===== src/rtl/rand_pack_fifo.sv =====
// Packs RANDNUM random words into bundles and queues up to DEPTH complete bundles
// for a downstream consumer. Define RAND_UNDERFLOW_FLAG_EN to enable the sticky underflow flag.
module rand_pack_fifo #(
    parameter int K_WIDTH = 32,
    parameter int RANDNUM = 2,
    parameter int DEPTH   = 4
) (
    input  logic                         clk_i,
    input  logic                         rst_i,
    input  logic [K_WIDTH-1:0]           i_rnd,
    input  logic                         i_rnd_vld,
    output logic                         o_rnd_rdy,
    input  logic                         i_take,
    output logic [K_WIDTH*RANDNUM-1:0]   o_n,
    output logic                         o_rvld,
    output logic [$clog2(DEPTH):0]       o_level,
    output logic                         o_err
);
    localparam int PW = $clog2(DEPTH);
    localparam int LW = PW + 1;
    localparam int IW = (RANDNUM > 1) ? $clog2(RANDNUM) : 1;
    localparam int BW = K_WIDTH * RANDNUM;

    logic [BW-1:0] mem_q [DEPTH];
    logic [PW-1:0] wr_ptr_q, wr_ptr_d;
    logic [PW-1:0] rd_ptr_q, rd_ptr_d;
    logic [LW-1:0] level_q, level_d;
    logic [IW-1:0] idx_q, idx_d;
    logic          push, last_word, pop;

    assign o_rnd_rdy = (level_q != LW'(DEPTH));
    assign o_rvld    = (level_q != '0);
    assign o_level   = level_q;
    // Head is masked when empty so stale randomness never leaks downstream.
    assign o_n       = o_rvld ? mem_q[rd_ptr_q] : '0;

    assign push      = i_rnd_vld && o_rnd_rdy;
    assign last_word = push && (idx_q == IW'(RANDNUM - 1));
    assign pop       = i_take && o_rvld;

    always_comb begin
        wr_ptr_d = wr_ptr_q;
        rd_ptr_d = rd_ptr_q;
        idx_d    = idx_q;
        level_d  = level_q;
        if (push) begin
            if (last_word) begin
                idx_d    = '0;
                wr_ptr_d = wr_ptr_q + PW'(1);
            end else begin
                idx_d    = idx_q + IW'(1);
            end
        end
        if (pop) begin
            rd_ptr_d = rd_ptr_q + PW'(1);
        end
        if (last_word && !pop) begin
            level_d = level_q + LW'(1);
        end else if (pop && !last_word) begin
            level_d = level_q - LW'(1);
        end
    end

    always_ff @(posedge clk_i or posedge rst_i) begin
        if (rst_i) begin
            wr_ptr_q <= '0;
            rd_ptr_q <= '0;
            level_q  <= '0;
            idx_q    <= '0;
        end else begin
            wr_ptr_q <= wr_ptr_d;
            rd_ptr_q <= rd_ptr_d;
            level_q  <= level_d;
            idx_q    <= idx_d;
        end
    end

    // The write slot is never a complete bundle, so partial words stay hidden.
    always_ff @(posedge clk_i or posedge rst_i) begin
        if (rst_i) begin
            for (int i = 0; i < DEPTH; i++) begin
                mem_q[i] <= '0;
            end
        end else if (push) begin
            mem_q[wr_ptr_q][idx_q*K_WIDTH +: K_WIDTH] <= i_rnd;
        end
    end

`ifdef RAND_UNDERFLOW_FLAG_EN
    logic err_q;

    always_ff @(posedge clk_i or posedge rst_i) begin
        if (rst_i) begin
            err_q <= 1'b0;
        end else if (i_take && !o_rvld) begin
            err_q <= 1'b1;
        end
    end

    assign o_err = err_q;
`else
    assign o_err = 1'b0;
`endif

endmodule


===== config.mk =====
export PLATFORM = sky130hd
export DESIGN_NAME = rand_pack_fifo
export DESIGN_NICKNAME = d
export VERILOG_FILES = /design/src/rtl/rand_pack_fifo.sv
export SDC_FILE = /design/constraint.sdc
export NUM_CORES = 1
export LEC_CHECK = 0
export ABC_CLOCK_PERIOD_IN_PS = 16600
export CAP_MARGIN = 20
export CELL_PAD_IN_SITES_DETAIL_PLACEMENT = 0
export CELL_PAD_IN_SITES_GLOBAL_PLACEMENT = 2
export CORE_MARGIN = 4
export CORE_UTILIZATION = 42
export CTS_CLUSTER_SIZE = 28
export DETAILED_ROUTE_END_ITERATION = 8
export PLACE_DENSITY = 0.79
export SYNTH_ARGS = -nofsm -noshare
export SYNTH_HDL_FRONTEND = slang
export SYNTH_SLANG_ARGS = --single-unit

===== constraint.sdc =====
create_clock -name clk_i -period 16.6 [get_ports clk_i]
set_input_delay 4.98 -clock clk_i [delete_from_list [all_inputs] [get_ports clk_i]]
set_output_delay 4.98 -clock clk_i [all_outputs]
set_load 0.01 [all_outputs]

==> impl_metrics.json <==
{
  "p_comb_share_pct": 44.5,
  "fmax_mhz": 118.9,
  "post_cts.repair.setup_buffers": 0,
  "grt_antenna_before_repair": 3,
  "path_class": "flip-flop to output port",
  "synth_edf_count": 0,
  "via_count": 6651,
  "hpwl_mm": 16.61,
  "pin_count": 106,
  "end_kind": "output port",
  "detailed_place.area_sq_um": 13470,
  "gp_congestion": 0.7213,
  "layout.nets": 880,
  "min_from": "mem_q[56]",
  "leakagePower_nw": 5.932,
  "post_route_cells_drive_above_1_share_pct": 43.54,
  "h-tree-depth": 1,
  "cts_sinks": 264,
  "netlist_instances": 737,
  "timing.final.max_slew_violations": 0,
  "via_per_inst": 5.351,
  "syn_area_sq_um": 12230,
  "r2r-end": "o_level[1]",
  "dr.first_iter.drc_count": 229,
  "ant_nets": 0,
  "wl_per_cell_um": 22.09,
  "async_flop_share_pct": 100.0,
  "whs_endpoint": "mem_q[56]",
  "critPathRequiredTime_ns": 11.62,
  "gr-total-overflow": 0,
  "yosysUniqueCellTypes": 26,
  "skew_ns": 0.006165,
  "cts_tree": "yes",
  "ys_warn_count": 0,
  "syn-num-nets": 779,
  "cts_buffers": 29,
  "critical_path_arrival_ns": 3.43,
  "holdBufCountCts": 0,
  "rows": 62,
  "drt_wl_total_mm": 27.46,
  "firstDrtPassIters": 6,
  "grt_pass1_wl_mm": 44.84,
  "finalCritPeriodShare_pct": 50.67,
  "syn2layout_area_growth_pct": 18.25,
  "grt_pass1_vias": 7686,
  "synth_top_cell_area_share_pct": 54.04,
  "worstSetupStartpoint": "rd_ptr_q[0]",
  "root_buffer": "clkbuf_16",
  "clk_latency_ns": 0.53,
  "route.detailed.drc": 0,
  "clk_pin_slew_worst_paths_ns": 0.06,
  "fp.dieH_um": 178.6,
  "ys_top_cells_by_count": "264 x dfrtp_1, 206 x mux2_2, 64 x and2_1, 64 x mux4_2, 30 x mux2_4",
  "ys_ff_latch": 264,
  "ff2ff_path_depth": 6,
  "grt_start_max_net_pins": 104,
  "p_switching_w": 0.001001,
  "setup_viol": 0,
  "io_buffers": 104,
  "track_usage_pct": 17.90,
  "core_area_sq_um": 28700,
  "power_density_nw_per_um2": 227.1,
  "yosysTopAreaCell": "dfrtp_1",
  "fp.dieW_um": 178.6,
  "hold_viol": 0,
  "max_slew_margin_pct": 25.70,
  "power.share.clock_pct": 18.9,
  "hold_path.class": "flip-flop to flip-flop",
  "stdcell_area_sq_um": 14460,
  "period_needed_ns": 8.411,
  "outcome": "finished clean",
  "yosysSeqAreaShare_pct": 54.04,
  "r2r_slack_ns": 13.85,
  "sw_frac_of_total_pct": 30.50,
  "start_util_pct": 42.59,
  "tns_ns": 0,
  "synth_area_leaders": "dfrtp_1 54%, mux2_2 19%, mux4_2 12%",
  "pwr-share-seq_pct": 36.6,
  "die-area_sq_um": 31900,
  "syn_area_per_cell_sq_um": 16.59,
  "crit_fanout": 41,
  "n_antenna_cell": 0,
  "startpoint_type": "flip-flop",
  "cts.path.max_buffers": 3,
  "synth_ff_type": "dfrtp_1",
  "r2r_start": "o_level[1]",
  "rsz0062_at_grt": "no",
  "tightest_slew_ns": 1.114,
  "cts-resized-gates": 0,
  "vdd_ir_drop_max_mv": 0.1151,
  "cap_violations": 0,
  "holdPathStages": 1,
  "post-synth-top-count-cell": "dfrtp_1",
  "p_int_w": 0.002281
}
-- per-stage QoR --
stage,util (%),total power [W],setup slack (ns),hold WS (ns),instances
floorplan,-,0.002121,4.351,0.4524,737
global placement,46.93,0.002634,8.616,0.4614,1189
detailed placement,46.93,0.002701,8.619,0.4741,1189
CTS,50.17,0.003336,8.043,0.4878,1241
global route,50.37,0.003497,7.918,0.4965,1243
finish,50.37,0.003283,8.189,0.4845,1243
-- layer usage --
layer | part of all wire (%) | GRT usage [%] | vias up
met5 | 0.12 | 0 | -
met4 | 1.4 | 3.070 | 6
met3 | 5.5 | 3.391 | 41
met2 | 49 | 29.68 | 148
met1 | 44 | 25.13 | 3571
li1 | - | - | 2885
-- worst max path at each step --
stage | endpoint | slack [ns] | cells past startpoint
2_1_floorplan | idx_q | 4.35 | 1
3_3_place_gp | o_n[31] | 8.62 | 4
3_5_place_dp | o_n[2] | 8.62 | 4
4_1_cts | o_n[2] | 8.04 | 4
5_1_grt | o_n[12] | 7.92 | 4
6_report | o_n[2] | 8.19 | 4
-- power by group through the flow --
stage	clock network, W	registers, W	logic, W
after floorplan	0	0.00109	0.00103
after global placement	0	0.00118	0.00145
after global routing	0.000661	0.00125	0.00158
final	0.000619	0.00120	0.00146
after CTS	0.000637	0.00121	0.00149
after detailed placement	0	0.00122	0.00148
-- cells in the final DEF, fill, tap and decap left out, drive strengths merged --
master,count
conb,1
ha,5
clkdlybuf4s50,104
xor2,2
nand3,1
inv,5
nand2b,1
clkinvlp,1
nor2,2
fa,1
clkbuf,46
nand2,6
nor3,4
or3,1
dfrtp,264
xnor2,5
nor3b,5
and2,64
mux4,64
buf,14
clkinv,5
mux2,258
-- cell type report --
class	count	area, sq um
fill	2397	14250
sequential	264	6614
timing repair buffer	118	1186
inverter	5	26.28
multi-input combinational	420	5218
tap	384	480.5
clock buffer	46	899.6
clock inverter	6	32.53
-- logic make-up after synthesis --
group                    Yosys count  synth area share, %
multiplexers                     322                36.48
flip-flops                       264                54.04
AND/OR/NAND/NOR                   84                4.933
buffers and inverters             53                3.347
XOR/XNOR                           7               0.5015
adder cells (fa/ha/maj)            6               0.6755
other                              1              0.03067
-- worst max-delay path, cell delays in order, from the launching register on --
cell             delay, ns
dfrtp_4               0.79
buf_4                 0.77
mux4_2                0.60
and2_1                0.20
clkdlybuf4s50_1       0.48
-- state kept, by name (all words and copies together), names as in the netlist --
name	count
mem_q	256
idx_q	1
rd_ptr_q	2
wr_ptr_q	2
o_level	3
Power figures use the tool's default switching activity.
